### config.mk
export PLATFORM = sky130hd
export DESIGN_NAME = phase_error_monitor
export DESIGN_NICKNAME = d
export VERILOG_FILES = /design/src/rtl/phase_error_monitor.sv
export SDC_FILE = /design/constraint.sdc
export NUM_CORES = 1
export LEC_CHECK = 0
export CAP_MARGIN = 20
export CORE_ASPECT_RATIO = 0.7
export CORE_UTILIZATION = 55
export CTS_CLUSTER_SIZE = 10
export DETAILED_ROUTE_END_ITERATION = 10
export GPL_ROUTABILITY_DRIVEN = 1
export PLACE_DENSITY = 0.86
export SLEW_MARGIN = 20
export SYNTH_ARGS = -nofsm -noshare
export SYNTH_HDL_FRONTEND = slang
export SYNTH_SLANG_ARGS = --single-unit
export TNS_END_PERCENT = 5
### constraint.sdc
create_clock -name fpga_clk_i -period 4.29 [get_ports fpga_clk_i]
set_input_delay 0.858 -clock fpga_clk_i [delete_from_list [all_inputs] [get_ports fpga_clk_i]]
set_output_delay 0.858 -clock fpga_clk_i [all_outputs]
set_load 0.03 [all_outputs]
### src/rtl/phase_error_monitor.sv
// Phase-error monitor: decimates the signed PD error into a circular capture buffer
// that freezes after an over-threshold trigger, and tracks min/max error and lock.
module phase_error_monitor #(
    parameter int ERR_W      = 8,
    parameter int DEPTH_LOG2 = 4,
    parameter int DECIM      = 1,
    parameter int LOCK_TOL   = 2,
    parameter int LOCK_COUNT = 8,
    parameter int POST_TRIG  = 8
) (
    input  logic                    fpga_clk_i,
    input  logic                    reset_n_i,
    input  logic                    enable_i,
    input  logic signed [ERR_W-1:0] error_i,
    input  logic                    error_valid_i,
    input  logic                    arm_i,
    input  logic [ERR_W-1:0]        trig_thresh_i,
    input  logic                    rd_en_i,
    input  logic [DEPTH_LOG2-1:0]   rd_addr_i,
    output logic [ERR_W-1:0]        rd_data_o,
    output logic                    rd_valid_o,
    output logic [1:0]              state_o,
    output logic [DEPTH_LOG2-1:0]   wr_ptr_o,
    output logic                    locked_o,
    output logic signed [ERR_W-1:0] err_min_o,
    output logic signed [ERR_W-1:0] err_max_o
);

    localparam int DEPTH  = 1 << DEPTH_LOG2;
    localparam int DCNT_W = (DECIM > 1) ? $clog2(DECIM) : 1;
    localparam int PCNT_W = (POST_TRIG > 1) ? $clog2(POST_TRIG) : 1;
    localparam int LCNT_W = $clog2(LOCK_COUNT + 1);

    localparam logic [DCNT_W-1:0]       DCNT_LAST = DCNT_W'(DECIM - 1);
    localparam logic [PCNT_W-1:0]       PCNT_LAST = PCNT_W'(POST_TRIG - 1);
    localparam logic [LCNT_W-1:0]       LCNT_FULL = LCNT_W'(LOCK_COUNT);
    localparam logic [ERR_W:0]          TOL_V     = (ERR_W + 1)'(LOCK_TOL);
    localparam logic signed [ERR_W-1:0] ERR_POS   = {1'b0, {(ERR_W-1){1'b1}}};
    localparam logic signed [ERR_W-1:0] ERR_NEG   = {1'b1, {(ERR_W-1){1'b0}}};

    typedef enum logic [1:0] {
        IDLE   = 2'd0,
        ARMED  = 2'd1,
        POST   = 2'd2,
        FROZEN = 2'd3
    } state_t;

    // One extra bit so the most negative sample has a representable magnitude.
    function automatic logic [ERR_W:0] abs_err(input logic signed [ERR_W-1:0] v);
        logic signed [ERR_W:0] w;
        w = {v[ERR_W-1], v};
        return w[ERR_W] ? $unsigned(-w) : $unsigned(w);
    endfunction

    function automatic logic [LCNT_W-1:0] lock_sat(input logic [LCNT_W-1:0] cnt,
                                                   input logic in_tol);
        if (!in_tol)
            return '0;
        else if (cnt == LCNT_FULL)
            return cnt;
        else
            return cnt + LCNT_W'(1);
    endfunction

    state_t                  state;
    logic [DCNT_W-1:0]       dcnt;
    logic [PCNT_W-1:0]       post_cnt;
    logic [LCNT_W-1:0]       lock_cnt;
    logic [LCNT_W-1:0]       lock_nxt;
    logic [DEPTH_LOG2-1:0]   wr_ptr;
    logic signed [ERR_W-1:0] err_min;
    logic signed [ERR_W-1:0] err_max;
    logic signed [ERR_W-1:0] min_base;
    logic signed [ERR_W-1:0] max_base;
    logic signed [ERR_W-1:0] min_nxt;
    logic signed [ERR_W-1:0] max_nxt;
    logic [ERR_W:0]          mag;
    logic                    accept;
    logic                    arm_take;
    logic                    wr;
    logic                    over;
    logic                    in_tol;
    logic [ERR_W-1:0]        mem [DEPTH];

    always_comb begin
        accept   = enable_i && error_valid_i && (dcnt == DCNT_LAST);
        arm_take = enable_i && arm_i && ((state == IDLE) || (state == FROZEN));
        wr       = accept && (state != FROZEN);
        mag      = abs_err(error_i);
        over     = mag > {1'b0, trig_thresh_i};
        in_tol   = mag <= TOL_V;
        lock_nxt = lock_sat(lock_cnt, in_tol);
        // Arming clears min/max first; a coincident sample then folds in.
        min_base = arm_take ? ERR_POS : err_min;
        max_base = arm_take ? ERR_NEG : err_max;
        min_nxt  = (accept && (error_i < min_base)) ? error_i : min_base;
        max_nxt  = (accept && (error_i > max_base)) ? error_i : max_base;
    end

    always_ff @(posedge fpga_clk_i) begin
        if (wr)
            mem[wr_ptr] <= error_i;
    end

    always_ff @(posedge fpga_clk_i or negedge reset_n_i) begin
        if (!reset_n_i) begin
            rd_data_o  <= '0;
            rd_valid_o <= 1'b0;
        end else begin
            rd_valid_o <= rd_en_i;
            if (rd_en_i)
                rd_data_o <= mem[rd_addr_i];
        end
    end

    always_ff @(posedge fpga_clk_i or negedge reset_n_i) begin
        if (!reset_n_i) begin
            state    <= IDLE;
            dcnt     <= '0;
            post_cnt <= '0;
            lock_cnt <= '0;
            locked_o <= 1'b0;
            wr_ptr   <= '0;
            err_min  <= ERR_POS;
            err_max  <= ERR_NEG;
        end else if (enable_i) begin
            if (error_valid_i)
                dcnt <= accept ? '0 : dcnt + DCNT_W'(1);
            if (wr)
                wr_ptr <= wr_ptr + DEPTH_LOG2'(1);
            err_min <= min_nxt;
            err_max <= max_nxt;
            if (accept) begin
                lock_cnt <= lock_nxt;
                locked_o <= (lock_nxt == LCNT_FULL);
            end
            case (state)
                IDLE: begin
                    if (arm_take)
                        state <= ARMED;
                end
                ARMED: begin
                    if (accept && over) begin
                        post_cnt <= '0;
                        state    <= (POST_TRIG == 0) ? FROZEN : POST;
                    end
                end
                POST: begin
                    if (accept) begin
                        if (post_cnt == PCNT_LAST)
                            state <= FROZEN;
                        else
                            post_cnt <= post_cnt + PCNT_W'(1);
                    end
                end
                FROZEN: begin
                    if (arm_take)
                        state <= ARMED;
                end
                default: state <= IDLE;
            endcase
        end
    end

    assign state_o   = state;
    assign wr_ptr_o  = wr_ptr;
    assign err_min_o = err_min;
    assign err_max_o = err_max;

endmodule

Yosys cells after proc, flatten, opt, wreduce, memory -nomap -nowiden. Memories as Yosys holds them, arrays and structs flattened. A register that Yosys moved wholly into a read port is not among the register bits. Index checks and enable logic that the tools add are counted.

$add $sub $neg: 5. Order comparisons: 4. Eq/ne operators: 12. Muxes and demuxes: 19. Bitwise operators: 1. Reduce and logical (&&, ||, !) cells: 18.

Operators with widths (number): 8-bit 2-to-1 mux (4); 2-bit inequality test, second input constant (5); 5-bit AND reduction (2); 9-bit by 8-bit > comparator with 1-bit output (1); 9-bit by 2-bit <= comparator with 1-bit output, second input constant (1); 3-bit 2-to-1 mux (3); 9-bit 2-to-1 mux (1); 8-bit negator with 9-bit output (1); 4-bit by 1-bit adder with 4-bit output, second input constant (2); 4-bit == test, second input constant (2); 8-bit > comparator (1); 1-bit logical AND (8); 8-bit less-than comparator (1); 2-bit 2-to-1 mux (4); 4-bit 2-to-1 mux (2); 2-bit case mux with 3 select lines (1); 3-bit case mux with 2 select lines (1); 2-bit AND reduction (3); 2-bit == test, second input constant (2); 3-bit by 1-bit adder with 3-bit output, second input constant (1); 3-bit == test, second input constant (1); 1-bit 2-to-1 mux (3); 2-bit by 1-bit == test with 1-bit output, second input constant (1); 2-bit zero test (1); other kinds (7) (7).

Register bits after elaboration: 32. RAM bits: 128. Bits of input ports: 26. Output and inout port bits: 32. Memories kept: 1.

Memories: mem (depth 16, width 8, rd ports 1, clocked after Yosys merged registers in 1, wr ports 1, RTL line 83) `logic [ERR_W-1:0] mem [DEPTH];`.

Depth between registers and ports, before layout.
Word-level depth: 7. Mapped depth: 13. Depth with buffers taken out: 12.

Least setup slack after synthesis. Ideal clock, no wire load.

Kind: input to register. Start point: input port error_i[0]. End point: register post_cnt[0]. Arrival: 3048 ps. Data required time: 4165 ps. Path slack: 1117 ps. Stages: 11. Path through: inv_1 -> ha_1 -> nand2b_1 -> o41ai_1 -> xnor2_1 -> ha_1 -> a2111oi_0 -> a31oi_1 -> nand2_1 -> a211o_1 -> mux2_2.

Word-level cells in the longest chain between the ends: 6.

RTL lines: start: declaration (RTL line 14) `input logic signed [ERR_W-1:0] error_i,`; 8-bit negator with 9-bit output (RTL line 52) `return w[ERR_W] ? $unsigned(-w) : $unsigned(w);`; 9-bit 2-to-1 mux (*) (RTL line 52); 9-bit by 8-bit > comparator with 1-bit output (*) (RTL line 90) `over = mag > {1'b0, trig_thresh_i};`; 1-bit logical AND (*) (RTL line 143) `if (accept && over) begin`; 2-bit inequality test (no source line) (*); 5-bit AND reduction (no source line) (*); end signal: assignment (RTL line 153) `post_cnt <= post_cnt + PCNT_W'(1);`; end: declaration (RTL line 67) `logic [PCNT_W-1:0] post_cnt;`.

Mark *: on every way between the ends. The rest lies on a longest branch, timed or not. A chain may end at the register's enable or synchronous reset.

Worst setup path after layout. Same ends and word-level chain as after synthesis.

==> tab_implementation.tex <==
\begin{tabular}{lr}
\hline
Metric & Value \\
\hline
\multicolumn{2}{l}{\textbf{CTS}} \\
\quad Number of levels the H-tree was split into & 4 \\
\quad Deepest clock path buffer count & 2 \\
\quad CTS buffer count & 17 \\
\quad Buffer type at the clock tree root & sky130\_fd\_sc\_hd\_\_clkbuf\_16 \\
\quad Number of hold buffers added after CTS & 0 \\
\quad Register clock-pin slew on the reported worst setup and hold paths & around 0.070 ns \\
\quad Buffer count from post-CTS setup fixing & 0 \\
\quad Total number of clock tree sinks & $\sim$170 \\
\quad TritonCTS clock tree & built \\
\quad Clock latency at the later pin of the worst-skew pair & between 0.4 and 0.5 ns \\
\quad CTS-repair resized insts & 0 \\
\multicolumn{2}{l}{\textbf{Synth}} \\
\quad Cell type with the largest total area after synthesis & sky130\_fd\_sc\_hd\_\_edfxtp\_1 \\
\quad Post-synthesis sequential area ratio & between 60\% and 70\% \\
\quad Area contributors post-synth & sky130\_fd\_sc\_hd\_\_edfxtp\_1 (50\%), sky130\_fd\_sc\_hd\_\_mux4\_2 (12\%), sky130\_fd\_sc\_hd\_\_dfrtp\_1 (10\%) \\
\quad Number of synthesized flops with an enable pin & 128 \\
\quad Fraction of registers with async set/reset & 23.8\% \\
\quad Combined area of all synthesized cells & 0.00764 mm² \\
\quad Post-Synthesis Net Count & roughly 540 \\
\quad Yosys warns & 0 \\
\quad Top FF cell, synth & sky130\_fd\_sc\_hd\_\_edfxtp\_1 \\
\quad Synthesized instance count & roughly 470 \\
\quad Flip-flop and latch count after synthesis & between 150 and 200 \\
\quad Area share of the largest cell type after synthesis & 50.3\% \\
\quad Distinct cell type count of the synthesized netlist & 52 \\
\quad Mean cell area of the mapped netlist & 16.1 µm² \\
\multicolumn{2}{l}{\textbf{Setup path}} \\
\quad WS Path Type & input port to register \\
\quad Critical Path Start Type & input port \\
\quad R2R cell count & 11 \\
\quad Cell-by-cell trace of the critical path & clkdlybuf4s50\_1 -> inv\_1 -> ha\_1 -> nand2b\_1 -> o41ai\_1 -> xnor2\_1 -> ha\_1 -> a2111oi\_0 -> a31oi\_1 -> nand2\_1 -> a211o\_1 -> mux2\_2 \\
\quad Reg-to-reg startpoint & state\_o[0] \\
\quad Type of element capturing the critical path & register \\
\quad Destination of the worst register-to-register timing path & err\_max\_o[0] \\
\quad Standard cell with the maximum stage delay on the critical path & sky130\_fd\_sc\_hd\_\_clkdlybuf4s50\_1 \\
\quad Critical path data arrival time & just over 4 ns \\
\quad Dominant cell type by count on the critical path & sky130\_fd\_sc\_hd\_\_ha\_1 \\
\quad R2R Setup Slk & between 1 and 1.5 ns \\
\quad Peak per-stage delay on the critical path & around 0.47 ns \\
\quad Maximum fanout count along the critical path & 4 \\
\quad Data required time at the worst endpoint & 4.61 ns \\
\multicolumn{2}{l}{\textbf{Routing}} \\
\quad Antenna Nets Post-Route & 0 \\
\quad DRT Pass-1 Iters & 5 \\
\quad Wirelength, routed & roughly 18000 µm \\
\quad Post-DR vias/cell & around 6.3 \\
\quad Number of violations reported at the end of detailed-routing iteration 0 & 556 \\
\quad DR DRC count & 0 \\
\quad Wire length per cell & $\sim$25 µm \\
\quad Total number of vias & approximately 4.7k \\
\multicolumn{2}{l}{\textbf{Die}} \\
\quad Initial core utilization & between 50\% and 60\% \\
\quad Die extent in y & 101 µm \\
\quad Core outline area & between 0.01 and 0.015 mm² \\
\quad Die ar. & roughly 0.014 mm² \\
\quad Number of rows in the core area & 35 \\
\quad Number of ports placed on the die boundary & 58 \\
\quad Die X & roughly 140 µm \\
\multicolumn{2}{l}{\textbf{Layout}} \\
\quad Count of antenna diodes in the layout & 0 \\
\quad Area delta synth->final & 19.0\% \\
\quad Fraction of layout instances using a drive strength above 1 & between 20\% and 30\% \\
\quad Post-route standard cell area excluding fillers & approximately 0.009 mm² \\
\quad Nets & between 600 and 700 \\
\multicolumn{2}{l}{\textbf{Timing}} \\
\quad Worst slew margin & between 30 and 40\% \\
\quad Maximum clock skew at final layout & 0.00717 ns \\
\quad Fmax & 261 MHz \\
\quad Unrepaired setup endpoints after global routing & no \\
\quad Min Clock Period, post-route & 3.83 ns \\
\quad Fin crit share & 89.3\% \\
\quad Max Transition Viols Final & 0 \\
\quad Final setup violation count & 0 \\
\quad Aggregate negative setup slack & 0 ns \\
\quad Actual transition at the worst max-transition pin & between 1 and 1.5 ns \\
\quad Final Hold Fails & 0 \\
\quad Fin worst setup slack & around 0.46 ns \\
\multicolumn{2}{l}{\textbf{Pwr}} \\
\quad Standby leakage power & 3.34 nW \\
\quad PwrDens & approximately 540 mW/mm² \\
\quad Total power after layout & between 0.004 and 0.005 W \\
\quad Max rail drop VDD & about 400 µV \\
\multicolumn{2}{l}{\textbf{Worst hold path}} \\
\quad Worst-case hold path end point & rd\_data\_o[3] \\
\quad Startpoint of the worst hold path & rd\_data\_o[3] \\
\quad Number of instances on the worst hold path & 1 \\
\quad Hold Crit Class & register to register \\
\multicolumn{2}{l}{\textbf{GRT}} \\
\quad Vias in the first global route & slightly below 5k \\
\quad Total routing resource utilization after global routing & between 20 and 30\% \\
\quad Grt total ovfl & 0 \\
\quad Number of antenna violations at the first check in global routing & 0 \\
\quad Wire length of the first global-routing pass & 28600 µm \\
\quad Pin count of the biggest net entering global routing & 41 \\
\multicolumn{2}{l}{\textbf{Outcome}} \\
\quad Outcome & finished, final reports clean \\
\multicolumn{2}{l}{\textbf{Placed design}} \\
\quad Final GP Congestion & roughly 0.86 \\
\quad Worst-case setup slack after placement & around 0.16 ns \\
\quad Port-buffer cells & 57 \\
\quad Area after detailed placement & 0.00847 mm² \\
\quad Half-perimeter wire length of the detailed placement result & between 10000 and 15000 µm \\
\multicolumn{2}{l}{\textbf{Job}} \\
\quad Count of max-cap constraint violations & 0 \\
\hline
\end{tabular}
flip-flops by register name, indices dropped and copies added (netlist names):
name,flops
rd_data_o,8
rd_valid_o,1
mem,128
err_max_o,8
wr_ptr_o,4
post_cnt,3
state_o,2
lock_cnt,4
locked_o,1
err_min_o,8
dcnt,1
kinds of logic (layout without fill, tap and decap cells):
| group | Yosys count | after routing | share of synthesized area (%) |
|---|---|---|---|
| xor+xnor | 8 | 8 | 0.918 |
| simple gates | 99 | 99 | 6.54 |
| fa+ha+maj | 36 | 36 | 5.90 |
| buf+inv | 47 | 138 | 2.65 |
| mux | 70 | 70 | 15.9 |
| compound gates | 46 | 46 | 4.51 |
| flops | 168 | 168 | 63.6 |
power breakdown:
group / leakage [nW] / total (W) / switching, W / internal [W]
combinational: 1.39 / 0.00123 / 0.000723 / 0.000504
sequential: 1.64 / 0.00206 / 0.000124 / 0.00194
clock: 0.309 / 0.00160 / 0.000680 / 0.000924
total: 3.34 / 0.00489 / 0.00153 / 0.00337
routing by layer:
layer,vias to the layer above,wire (µm),track usage [%]
li1,1991,-,-
met4,0,317,7.86
met2,263,9020,47.0
met5,-,0,0
met3,27,1380,6.03
met1,2410,7710,39.0
stage by stage:
| stage | hold WS [ns] | instances | utilization (%) |
|---|---|---|---|
| after floorplan | 0.484 | 474 | - |
| after global placement | 0.492 | 718 | 63.4 |
| after detailed placement | 0.495 | 718 | 63.4 |
| after CTS | 0.512 | 750 | 68.0 |
| after global routing | 0.527 | 750 | 68.0 |
| final | 0.507 | 750 | 68.0 |
synthesized netlist by cell type, drive strengths merged, types with 11 or more instances:
master  instances
buf            12
ha             36
nor2           25
mux2           11
inv            32
o21ai          18
mux4           40
dfrtp          32
mux2i          19
nor3           11
edfxtp        128
nand2          25
cell usage in the layout, fill, tap and decap left out, types with 3 or more instances in the layout:
| cell type | instances |
|---|---|
| sky130_fd_sc_hd__a21oi_1 | 4 |
| sky130_fd_sc_hd__a31oi_1 | 4 |
| sky130_fd_sc_hd__and2_1 | 10 |
| sky130_fd_sc_hd__buf_4 | 17 |
| sky130_fd_sc_hd__clkbuf_16 | 18 |
| sky130_fd_sc_hd__clkdlybuf4s50_1 | 55 |
| sky130_fd_sc_hd__dfrtp_1 | 32 |
| sky130_fd_sc_hd__dfstp_2 | 8 |
| sky130_fd_sc_hd__edfxtp_1 | 128 |
| sky130_fd_sc_hd__ha_1 | 36 |
| sky130_fd_sc_hd__inv_1 | 32 |
| sky130_fd_sc_hd__inv_4 | 3 |
| sky130_fd_sc_hd__inv_6 | 4 |
| sky130_fd_sc_hd__mux2_2 | 11 |
| sky130_fd_sc_hd__mux2i_1 | 19 |
| sky130_fd_sc_hd__mux4_2 | 40 |
| sky130_fd_sc_hd__nand2_1 | 25 |
| sky130_fd_sc_hd__nand3_1 | 9 |
| sky130_fd_sc_hd__nand4_1 | 4 |
| sky130_fd_sc_hd__nor2_1 | 25 |
| sky130_fd_sc_hd__nor2b_1 | 3 |
| sky130_fd_sc_hd__nor3_1 | 10 |
| sky130_fd_sc_hd__o21ai_0 | 16 |
| sky130_fd_sc_hd__xnor2_1 | 8 |
how the worst max path moves through the flow:
stage                    start           to
floorplan           error_i[0]  post_cnt[0]
finish              error_i[0]  post_cnt[0]
global route        error_i[0]  post_cnt[0]
CTS                 error_i[0]  post_cnt[0]
detailed placement  error_i[0]  post_cnt[0]
global placement    error_i[0]  post_cnt[0]
critical path: cells and delay by family:
kind	cells	cell delay, ns
AO/OA/AOI/OAI	4	1.28
multiplexers	1	0.36
adder cells (fa/ha/maj)	2	0.54
AND/OR/NAND/NOR	2	0.30
XOR/XNOR	1	0.19
buffers and inverters	2	0.63
cell type report:
type	instances	area (µm²)
Sequential cell	168	4850
Fill cell	870	4270
Multi-Input combinational cell	259	2580
Timing Repair Buffer	74	688
Clock buffer	19	464
Tap cell	185	231
Clock inverter	13	150
Inverter	32	120
(Power assumes the default switching activity.)
